### src/rtl/mutative_tag_ctrl.sv
// Access controller for the mutative cache tag SRAM: clears every entry after
// reset or on flush, and shares the single RW port between lookups and updates.
module mutative_tag_ctrl #(
  parameter int ADDR_WIDTH = 4,
  parameter int DATA_WIDTH = 24
) (
  input  logic                  clk,
  input  logic                  rst,
  input  logic                  flush_req,
  output logic                  busy,
  // Handshakes: a request transfers on a cycle where its valid and ready are
  // both high at the clock edge; ready never depends on the same channel's valid.
  input  logic                  lkp_valid,
  output logic                  lkp_ready,
  input  logic [ADDR_WIDTH-1:0] lkp_idx,
  input  logic [DATA_WIDTH-2:0] lkp_tag,
  output logic                  rsp_valid,
  output logic                  rsp_hit,
  output logic [DATA_WIDTH-1:0] rsp_entry,
  input  logic                  upd_valid,
  output logic                  upd_ready,
  input  logic [ADDR_WIDTH-1:0] upd_idx,
  input  logic [DATA_WIDTH-1:0] upd_data,
  output logic                  sram_csb0,
  output logic                  sram_web0,
  output logic [ADDR_WIDTH-1:0] sram_addr0,
  output logic [DATA_WIDTH-1:0] sram_din0,
  input  logic [DATA_WIDTH-1:0] sram_dout0,
  output logic [1:0]            dbg_state
);

  localparam int DEPTH = 1 << ADDR_WIDTH;

  typedef enum logic [1:0] {
    INIT  = 2'd0,
    IDLE  = 2'd1,
    FLUSH = 2'd2
  } state_e;

  state_e                state_q;
  logic [ADDR_WIDTH-1:0] cnt_q;
  logic [ADDR_WIDTH-1:0] addr_q;
  logic [ADDR_WIDTH-1:0] addr_d;
  logic [DATA_WIDTH-1:0] din_q;
  logic [DATA_WIDTH-1:0] din_d;
  logic [DATA_WIDTH-2:0] tag_q;
  logic                  rsp_pending_q;
  logic                  csb_d;
  logic                  web_d;
  logic                  clearing;
  logic                  upd_grant;
  logic                  lkp_grant;

  assign clearing  = (state_q != IDLE);
  assign upd_ready = (state_q == IDLE) & ~flush_req;
  assign lkp_ready = (state_q == IDLE) & ~flush_req & ~upd_valid;
  assign upd_grant = upd_valid & upd_ready;
  assign lkp_grant = lkp_valid & lkp_ready;
  assign busy      = clearing;
  assign dbg_state = state_q;

  // Address and data hold their last driven value on cycles with no access.
  always_comb begin
    csb_d  = 1'b1;
    web_d  = 1'b1;
    addr_d = addr_q;
    din_d  = din_q;
    if (clearing) begin
      csb_d  = 1'b0;
      web_d  = 1'b0;
      addr_d = cnt_q;
      din_d  = '0;
    end else if (upd_grant) begin
      csb_d  = 1'b0;
      web_d  = 1'b0;
      addr_d = upd_idx;
      din_d  = upd_data;
    end else if (lkp_grant) begin
      csb_d  = 1'b0;
      addr_d = lkp_idx;
    end
  end

  // The reset state is INIT, so the strobes are forced idle while rst is high.
  assign sram_csb0  = rst | csb_d;
  assign sram_web0  = rst | web_d;
  assign sram_addr0 = addr_d;
  assign sram_din0  = din_d;

  assign rsp_valid = rsp_pending_q;
  assign rsp_entry = rsp_pending_q ? sram_dout0 : '0;
  assign rsp_hit   = rsp_pending_q & sram_dout0[DATA_WIDTH-1] &
                     (sram_dout0[DATA_WIDTH-2:0] == tag_q);

  always_ff @(posedge clk or posedge rst) begin
    if (rst) begin
      state_q       <= INIT;
      cnt_q         <= '0;
      addr_q        <= '0;
      din_q         <= '0;
      tag_q         <= '0;
      rsp_pending_q <= 1'b0;
    end else begin
      addr_q        <= addr_d;
      din_q         <= din_d;
      rsp_pending_q <= lkp_grant;
      if (lkp_grant) tag_q <= lkp_tag;
      case (state_q)
        INIT, FLUSH: begin
          cnt_q <= cnt_q + 1'b1;
          if (cnt_q == ADDR_WIDTH'(DEPTH - 1)) state_q <= IDLE;
        end
        IDLE: begin
          if (flush_req) begin
            state_q <= FLUSH;
            cnt_q   <= '0;
          end
        end
        default: state_q <= INIT;
      endcase
    end
  end

endmodule
### config.mk
export PLATFORM = sky130hd
export DESIGN_NAME = mutative_tag_ctrl
export DESIGN_NICKNAME = d
export VERILOG_FILES = /design/src/rtl/mutative_tag_ctrl.sv
export SDC_FILE = /design/constraint.sdc
export NUM_CORES = 1
export LEC_CHECK = 0
export CAP_MARGIN = 20
export CELL_PAD_IN_SITES_DETAIL_PLACEMENT = 1
export CELL_PAD_IN_SITES_GLOBAL_PLACEMENT = 1
export CORE_UTILIZATION = 30
export CTS_CLUSTER_SIZE = 8
export DETAILED_ROUTE_END_ITERATION = 8
export HOLD_SLACK_MARGIN = 0.12
export PLACE_DENSITY_LB_ADDON = 0.25
export SLEW_MARGIN = 20
export SYNTH_ARGS = -nofsm -noshare
export SYNTH_HDL_FRONTEND = slang
export SYNTH_SLANG_ARGS = --single-unit
### constraint.sdc
create_clock -name clk -period 3.3 [get_ports clk]
set_input_delay 0.33 -clock clk [delete_from_list [all_inputs] [get_ports clk]]
set_output_delay 0.33 -clock clk [all_outputs]
set_load 0.03 [all_outputs]
==> impl_metrics.env, run 1 <==
export IMPL_clock_latency_ps=330
export IMPL_syn_num_nets=408
export IMPL_grt_usage=0.183
export IMPL_first_global_vias=2839
export IMPL_drt_iter0_markers=38
export IMPL_ys_warn_count=0
export IMPL_p_per_area_mw_per_mm2=577
export IMPL_worstPathMaxFanout=11
export IMPL_drv_slew=0
export IMPL_cts_sinks=58
export IMPL_drc_errors=0
export IMPL_htree_levels=3
export IMPL_worstRegToRegCells=4
export IMPL_drt_antenna_violating_nets=0
export IMPL_setup_viol_count_final=0
export IMPL_p_sw_uw=935
export IMPL_status="complete, no violations"
export IMPL_ys_async_sr_fraction=1.00
export IMPL_finalInstanceArea_mm2=0.00447
export IMPL_synth_flop_cell="dfrtp_1"
export IMPL_cts_buffer_depth=2
export IMPL_final_common_cell="nand2_1"
export IMPL_ys_seq_elements=58
export IMPL_grt_pass1_wl_mm=14.0
export IMPL_layout_common_cells="124 x nand2_1, 120 x clkdlybuf4s50_1, 58 x dfrtp_1"
export IMPL_clock_root_buffer="clkbuf_8"
export IMPL_boundaryPins=145
export IMPL_endpoint_kind="output pin"
export IMPL_clk_pin_slew_ps=70
export IMPL_nets=551
export IMPL_core_mm2=0.00920
export IMPL_dr_pass1_iters=4
export IMPL_start_util=0.309
export IMPL_netlist_instances=323
export IMPL_critPathLaunchType="flop"
export IMPL_leakagePower_nw=2.02
export IMPL_final_period_utilization=0.886
export IMPL_relSlewSlack=0.518
export IMPL_maxCapViolations=0
export IMPL_place_area_mm2=0.00429
export IMPL_chipWidth_um=99.3
export IMPL_path_cells="nor2b_1 -> nand2_1 -> nor3_1 -> nor3_2 -> clkdlybuf4s50_1"
export IMPL_cts_tree="yes"
export IMPL_die_area_mm2=0.00986
export IMPL_cts_hold_buf=0
export IMPL_gp_congestion=0.749
export IMPL_internal_power_mw=1.64
export IMPL_antenna_found_initial=0
export IMPL_area_growth_pct=57.3
export IMPL_wire_per_inst_um=14.7
export IMPL_finalHoldViolations=0
export IMPL_required_ps=2970
export IMPL_cts_setup_buffers=0
export IMPL_die_y_um=99.3
export IMPL_rsz0062_at_grt="false"
export IMPL_switching_share=0.363
export IMPL_synth_edf_count=0
export IMPL_setup_worst_path_class="flop to output pin"
export IMPL_period_minus_slack_ps=2930
export IMPL_comb_power_share=0.352
export IMPL_worst_slew_pin_slew_ps=722
export IMPL_seqPwrFrac=0.415
export IMPL_cpPeakStageDelay_ps=600
export IMPL_cts_made_buffers=9
export IMPL_hp_class="input port to asynchronous set/reset pin"
export IMPL_synth_seq_area_share=0.511
export IMPL_port_buffers=144
export IMPL_num_vias=2707
export IMPL_cpMaxStageDelayCell="clkdlybuf4s50_1"
export IMPL_drive_gt1_frac=0.110
export IMPL_fin_tns_setup_ps=0
export IMPL_grt_max_degree=56
export IMPL_drt_total_wl_mm=8.54
export IMPL_syn_avg_cell_area_um2=8.79
export IMPL_skew_ps=9.97
export IMPL_grt_overflow=0
export IMPL_dp_final_hpwl_mm=6.37
export IMPL_num_rows=35
export IMPL_synth_cell_types=30
export IMPL_routed_via_density=4.65
export IMPL_power_frac_clock=0.233
export IMPL_syn_area_mm2=0.00284
export IMPL_peakVddDrop_mv=0.342
export IMPL_timing_fmax_mhz=342
export IMPL_cts_resized=0
export IMPL_n_antenna_cell=0
export IMPL_arrival_ps=2600
[final timing paths]
path | endpoint | start | slack, ps
setup reg to reg | din_q[10]$_DFF_PP0_ | dbg_state[0]$_DFFE_PP0P_ | 1440
min in group clk | tag_q[9]$_DFFE_PP0P_ | tag_q[9]$_DFFE_PP0P_ | 490
max in group asynchronous | tag_q[7]$_DFFE_PP0P_ | rst | 2190
setup / recovery | sram_addr0[2] | dbg_state[0]$_DFFE_PP0P_ | 370
hold / removal | addr_q[2]$_DFF_PP0_ | rst | 180
hold reg to reg | tag_q[9]$_DFFE_PP0P_ | tag_q[9]$_DFFE_PP0P_ | 490
[through the flow]
stage	power (mW)	setup slack (ps)	std cells	util	hold WS [ps]
6_report	2.58	375	582	0.486	182
3_5_place_dp	2.00	448	566	0.466	485
3_3_place_gp	1.97	517	566	0.466	481
2_1_floorplan	1.64	591	323	-	435
4_1_cts	2.62	341	582	0.486	167
5_1_grt	2.76	203	582	0.486	178
[state kept, by name, indices dropped and copies added, names as in the netlist]
signal / cells
cnt_q: 4
rsp_valid: 1
addr_q: 4
dbg_state: 2
din_q: 24
tag_q: 23
[cells in the mapped netlist (all sizes together), types with 3 or more instances]
cell,count,area share
and2,25,0.055
dfrtp,58,0.51
nand4,3,0.0066
o21ai,7,0.012
o22ai,4,0.0088
nand2,125,0.17
inv,5,0.0066
nand3,3,0.0053
a21oi,24,0.042
xnor2,8,0.025
buf,15,0.037
nor3,7,0.018
nor4,4,0.0088
xor2,17,0.052
nor2,6,0.0079
[cells by family after synthesis]
| logic type | after synthesis | share of synthesized area |
|---|---|---|
| flops | 58 | 0.511 |
| simple gates | 179 | 0.289 |
| buf+inv | 23 | 0.0489 |
| compound gates | 37 | 0.0696 |
| fa+ha+maj | 1 | 0.00440 |
| xor+xnor | 25 | 0.0771 |
[power by group through the flow]
stage	registers (mW)	clock network [mW]	logic [mW]
after CTS	1.07	0.625	0.922
after global placement	1.09	0	0.886
after floorplan	1.06	0	0.579
after global routing	1.10	0.652	1.01
after detailed placement	1.09	0	0.915
final	1.07	0.601	0.909
[cell type report]
type | count | area, µm²
Fill cell | 1095 | 4730
Clock buffer | 12 | 155
Multi-Input combinational cell | 242 | 1250
Clock inverter | 4 | 26.3
Sequential cell | 58 | 1450
Inverter | 6 | 27.5
Timing Repair Buffer | 149 | 1420
Tap cell | 111 | 139
[per-layer routing]
layer	up-vias	global-route usage	part of all wire
met5	-	0	0
met3	9	0.0548	0.072
li1	1314	-	-
met1	1274	0.224	0.45
met4	0	0.0577	0.011
met2	110	0.308	0.46
[worst max-delay path: cells and delay by family (launching register included)]
| family | cells | cell delay, ps |
|---|---|---|
| buffers and inverters | 1 | 600 |
| and+or+nand+nor | 4 | 1170 |
| DFF | 1 | 500 |
No activity file was read; power rests on OpenSTA's default activity.
==> run 2: changes to the inputs <==
- CORE_UTILIZATION: 30 -> 28
- SKIP_LAST_GASP: default -> 1
- clock period: 3.3 -> 3 ns (I/O delays scaled with it)
==> run 2 against run 1 <==
Net effect:
- clock skew barely moved
- sequential share of layout area down 0.66 points
- cell area increased by 2.1%
- critical endpoint is now rsp_hit
- global-route usage fell by 0.95 points
- cell count up 4.3%
- hold slack lost 35 ps
- critical path type is now input port to output pin
- utilization shrank 2.1 points
- setup slack worse by 100 ps
- non-clock buffer count increased by 3
- critical path depth rose by 1
==> impl_metrics.env, run 2 (synthesis gave the netlist of run 1 again) <==
export IMPL_status="complete, no violations"
export IMPL_layout_common_cells="124 x nand2_1, 117 x clkdlybuf4s50_1, 58 x dfrtp_1"
export IMPL_wire_per_inst_um=14.6
export IMPL_drt_total_wl_mm=8.87
export IMPL_p_sw_mw=1.04
export IMPL_cpMaxStageDelayCell="clkdlybuf4s50_1"
export IMPL_leakagePower_nw=2.06
export IMPL_skew_ps=10.2
export IMPL_arrival_ps=2430
export IMPL_cts_hold_buf=0
export IMPL_internal_power_mw=1.98
export IMPL_final_common_cell="nand2_1"
export IMPL_final_period_utilization=0.910
export IMPL_regToRegSetupSlack_ps=1320
export IMPL_finalHoldViolations=0
export IMPL_comb_power_share=0.332
export IMPL_cts_buffer_depth=2
export IMPL_drt_iter0_markers=74
export IMPL_dp_final_hpwl_mm=6.72
export IMPL_path_cells="clkdlybuf4s50_1 -> xor2_1 -> nor4_1 -> nand4_1 -> nor3_1 -> clkdlybuf4s50_1"
export IMPL_cts_tree="yes"
export IMPL_finalNonFillerCells=607
export IMPL_power_mw=3.02
export IMPL_crit_top_cell="clkdlybuf4s50_1"
export IMPL_peakVddDrop_mv=0.316
export IMPL_worstRegToRegCells=4
export IMPL_n_antenna_cell=0
export IMPL_first_global_vias=2842
export IMPL_seqPwrFrac=0.394
export IMPL_num_rows=36
export IMPL_cts_sinks=58
export IMPL_num_vias=2747
export IMPL_cpPeakStageDelay_ps=710
export IMPL_endpoint_kind="output pin"
export IMPL_grt_max_degree=57
export IMPL_setup_worst_path_class="input port to output pin"
export IMPL_nets=554
export IMPL_p_per_area_mw_per_mm2=663
export IMPL_largest_register_ffs=24
export IMPL_drive_gt1_frac=0.124
export IMPL_regToRegStartpoint="dbg_state[0]$_DFFE_PP0P_"
export IMPL_path_buf_inv=2
export IMPL_required_ps=2700
export IMPL_chipWidth_um=103
export IMPL_period_minus_slack_ps=2730
export IMPL_boundaryPins=145
export IMPL_drv_slew=0
export IMPL_relSlewSlack=0.509
export IMPL_grt_usage=0.173
export IMPL_area_growth_pct=60.6
export IMPL_switching_share=0.345
export IMPL_port_buffers=144
export IMPL_die_y_um=103
export IMPL_dr_pass1_iters=4
export IMPL_clk_pin_slew_ps=70
export IMPL_critPathLaunchType="input port"
export IMPL_hp_class="input port to asynchronous set/reset pin"
export IMPL_antenna_found_initial=0
export IMPL_htree_levels=3
export IMPL_start_util=0.289
export IMPL_grt_overflow=0
export IMPL_gp_congestion=0.739
export IMPL_drc_errors=0
export IMPL_top_regs="din_q: 24 flops, tag_q: 23 flops"
export IMPL_whs_ps=147
export IMPL_core_mm2=0.00982
export IMPL_fin_tns_setup_ps=0
export IMPL_placed_cells=591
export IMPL_drt_antenna_violating_nets=0
export IMPL_clock_root_buffer="clkbuf_8"
export IMPL_reg2reg_to="din_q[11]$_DFF_PP0_"
export IMPL_routed_via_density=4.53
export IMPL_postLayoutCoreUtil=0.464
export IMPL_startpoint="sram_dout0[16]"
export IMPL_grt_pass1_wl_mm=13.8
export IMPL_clock_latency_ps=330
export IMPL_worstPathMaxFanout=2
export IMPL_maxCapViolations=0
export IMPL_cts_made_buffers=9
export IMPL_crit_family="buffers and inverters"
export IMPL_rsz0062_at_grt="false"
export IMPL_setup_viol_count_final=0
export IMPL_die_area_mm2=0.0106
export IMPL_timing_fmax_mhz=366
export IMPL_worst_slew_pin_slew_ps=736
export IMPL_regMostFlops="din_q"
export IMPL_power_frac_clock=0.275
run 2: cell count changes in the layout (fill, tap and decap cells not counted), sizes merged:
cell | previous run | this run
clkinvlp | 1 | 0
clkdlybuf4s50 | 120 | 117
buf | 29 | 35
clkinv | 4 | 3
bufinv | 0 | 2
run 2: stage by stage:
stage,area (µm²),setup slack [ps]
after floorplan,2840,351
after global placement,4330,232
after detailed placement,4330,197
after CTS,4560,148
after global routing,4560,112
final,4560,271
run 2: final cells by class:
type,instances,area (µm²)
inverters,6,27.5
clock buffers,12,155
well taps,133,166
clock inverters,4,73.8
fillers,1217,5260
flip-flops and latches,58,1450
multi-input cells,242,1250
repair buffers,152,1430
run 2: routing by layer:
metal | share of wire | GRT usage
met5 | 0 | 0
met4 | 0.0090 | 0.0462
met2 | 0.49 | 0.296
met3 | 0.062 | 0.0454
met1 | 0.44 | 0.216
run 2: timing repair:
item	CTS	global route
gates resized for setup	0	1
setup buffers	0	0
endpoints found under the setup margin	0	3
run 2: power groups by stage:
stage                     Combinational (mW)  Clock [mW]  Sequential (mW)
after global routing                    1.11       0.896             1.23
after global placement                 0.984           0             1.20
final                                   1.00       0.830             1.19
after CTS                               1.02       0.858             1.20
after detailed placement                1.02           0             1.21
after floorplan                        0.636           0             1.16
run 2: worst max-delay path by stage:
stage,to,slack [ps],depth (start not counted)
after floorplan,sram_csb0,350,2
after global placement,rsp_hit,230,6
after detailed placement,rsp_hit,200,6
after CTS,sram_addr0[2],150,5
after global routing,rsp_hit,110,6
final,rsp_hit,270,6
run 2: worst reg2reg max path: stages (launching register included):
cell and delay, ps:
dfrtp_1 500, nor2b_2 380, inv_2 200, buf_4 240, a21oi_1 250
==> run 3: changes to the inputs <==
- HOLD_SLACK_MARGIN: 0.12 -> 0.15
==> run 3 against run 2 <==
Net effect:
- total power hardly changed
- hold slack better by 350 ps
- maximum frequency unchanged
- clock power barely moved
- combinational power is essentially flat
- register-to-register slack about the same
- highest routed layer unchanged
==> impl_metrics.env, run 3 (synthesis gave the netlist of run 1 again) <==
export IMPL_required_ps=2700
export IMPL_endpoint_kind="output pin"
export IMPL_fillers=1217
export IMPL_top_regs="din_q: 24 flops, tag_q: 23 flops"
export IMPL_drive_gt1_frac=0.124
export IMPL_whs_ps=492
export IMPL_final_common_cell="nand2_1"
export IMPL_gp_congestion=0.739
export IMPL_start_util=0.289
export IMPL_num_vias=2751
export IMPL_reg2reg_to="din_q[11]$_DFF_PP0_"
export IMPL_leakagePower_nw=2.07
export IMPL_num_rows=36
export IMPL_first_global_vias=2848
export IMPL_port_buffers=144
export IMPL_worst_slew_pin_slew_ps=736
export IMPL_relSlewSlack=0.509
export IMPL_regToRegSetupSlack_ps=1320
export IMPL_cts_tree="yes"
export IMPL_wire_per_inst_um=14.6
export IMPL_maxCapViolations=0
export IMPL_peakVddDrop_mv=0.316
export IMPL_cts_made_buffers=9
export IMPL_die_area_mm2=0.0106
export IMPL_clk_pin_slew_ps=70
export IMPL_regMostFlops="din_q"
export IMPL_die_y_um=103
export IMPL_hp_class="input port to flop"
export IMPL_boundaryPins=145
export IMPL_rsz0062_at_grt="false"
export IMPL_grt_usage=0.173
export IMPL_period_minus_slack_ps=2730
export IMPL_chipWidth_um=103
export IMPL_htree_levels=3
export IMPL_routed_via_density=4.52
export IMPL_fin_tns_setup_ps=0
export IMPL_nets=555
export IMPL_drc_errors=0
export IMPL_clock_latency_ps=330
export IMPL_wl_met1_mm=3.89
export IMPL_skew_ps=10.2
export IMPL_startpoint="sram_dout0[16]"
export IMPL_top_layer="met4"
export IMPL_clock_root_buffer="clkbuf_8"
export IMPL_worstPathMaxFanout=2
export IMPL_p_per_area_mw_per_mm2=661
export IMPL_grt_max_degree=57
export IMPL_drt_total_wl_mm=8.88
export IMPL_timing_fmax_mhz=366
export IMPL_dr_pass1_iters=4
export IMPL_worstRegToRegCells=4
export IMPL_grt_pass1_wl_mm=13.8
export IMPL_drt_antenna_violating_nets=0
export IMPL_critPathCapture="rsp_hit"
export IMPL_n_antenna_cell=0
export IMPL_drv_slew=0
export IMPL_core_mm2=0.00982
export IMPL_drt_iter0_markers=72
export IMPL_setup_viol_count_final=0
export IMPL_largest_register_ffs=24
export IMPL_final_period_utilization=0.910
export IMPL_finalHoldViolations=0
export IMPL_wl_met2_mm=4.36
export IMPL_grt_overflow=0
export IMPL_cts_sinks=58
export IMPL_wl_met3_um=547
export IMPL_antenna_found_initial=0
export IMPL_layout_common_cells="124 x nand2_1, 117 x clkdlybuf4s50_1, 58 x dfrtp_1"
export IMPL_critPathLaunchType="input port"
export IMPL_area_growth_pct=60.9
export IMPL_regToRegStartpoint="dbg_state[0]$_DFFE_PP0P_"
export IMPL_cts_setup_buffers=0
export IMPL_arrival_ps=2430
export IMPL_dp_final_hpwl_mm=6.72
export IMPL_status="complete, no violations"
export IMPL_setup_worst_path_class="input port to output pin"
export IMPL_worstHoldPathCells=3
export IMPL_cts_buffer_depth=2
## run 3: worst min path at each step
| stage | start | to | slack [ps] |
|---|---|---|---|
| finish | lkp_tag[13] | tag_q[13]$_DFFE_PP0P_ | 490 |
| global route | lkp_tag[13] | tag_q[13]$_DFFE_PP0P_ | 490 |
| CTS | lkp_tag[3] | tag_q[3]$_DFFE_PP0P_ | 480 |
| detailed placement | tag_q[7]$_DFFE_PP0P_ | tag_q[7]$_DFFE_PP0P_ | 490 |
| global placement | tag_q[18]$_DFFE_PP0P_ | tag_q[18]$_DFFE_PP0P_ | 480 |
| floorplan | lkp_tag[0] | tag_q[0]$_DFFE_PP0P_ | 410 |
## run 3: cell type report
class,count,area (µm²),share of cell area
clock buffers,12,155,0.0339
flip-flops and latches,58,1450,0.318
repair buffers,153,1440,0.316
multi-input cells,242,1250,0.274
well taps,133,166,0.0364
inverters,6,27.5,0.00602
clock inverters,4,73.8,0.0162
## run 3: worst max-delay path, cell delays in order
cell and delay (ps):
clkdlybuf4s50_1 440, xor2_1 170, nor4_1 390, nand4_1 220, nor3_1 190, clkdlybuf4s50_1 710
## run 3: what timing repair did
item / CTS / global route
endpoints found under the setup margin: 0 / 3
hold buffers: 1 / 0
endpoints found under the hold margin: 2 / 0
gates resized for setup: 0 / 1
## run 3: through the flow
step | cells | utilization | area (µm²) | power, mW | setup slack [ps]
final | 608 | 0.465 | 4570 | 3.02 | 271
after global routing | 608 | 0.465 | 4570 | 3.23 | 112
after CTS | 608 | 0.465 | 4570 | 3.08 | 148
after detailed placement | 591 | 0.441 | 4330 | 2.22 | 197
after global placement | 591 | 0.441 | 4330 | 2.18 | 232
after floorplan | 323 | - | 2840 | 1.80 | 351
## run 3: routing by layer
layer,track usage,vias up
met1,0.216,1320
met5,0,-
li1,-,1325
met4,0.0462,0
met2,0.296,99
met3,0.0454,7
## run 3: power by group
part | internal, mW | total [mW] | switching [mW]
Sequential | 1.01 | 1.19 | 0.183
Clock | 0.514 | 0.830 | 0.316
Combinational | 0.460 | 1.00 | 0.544
Total | 1.98 | 3.02 | 1.04
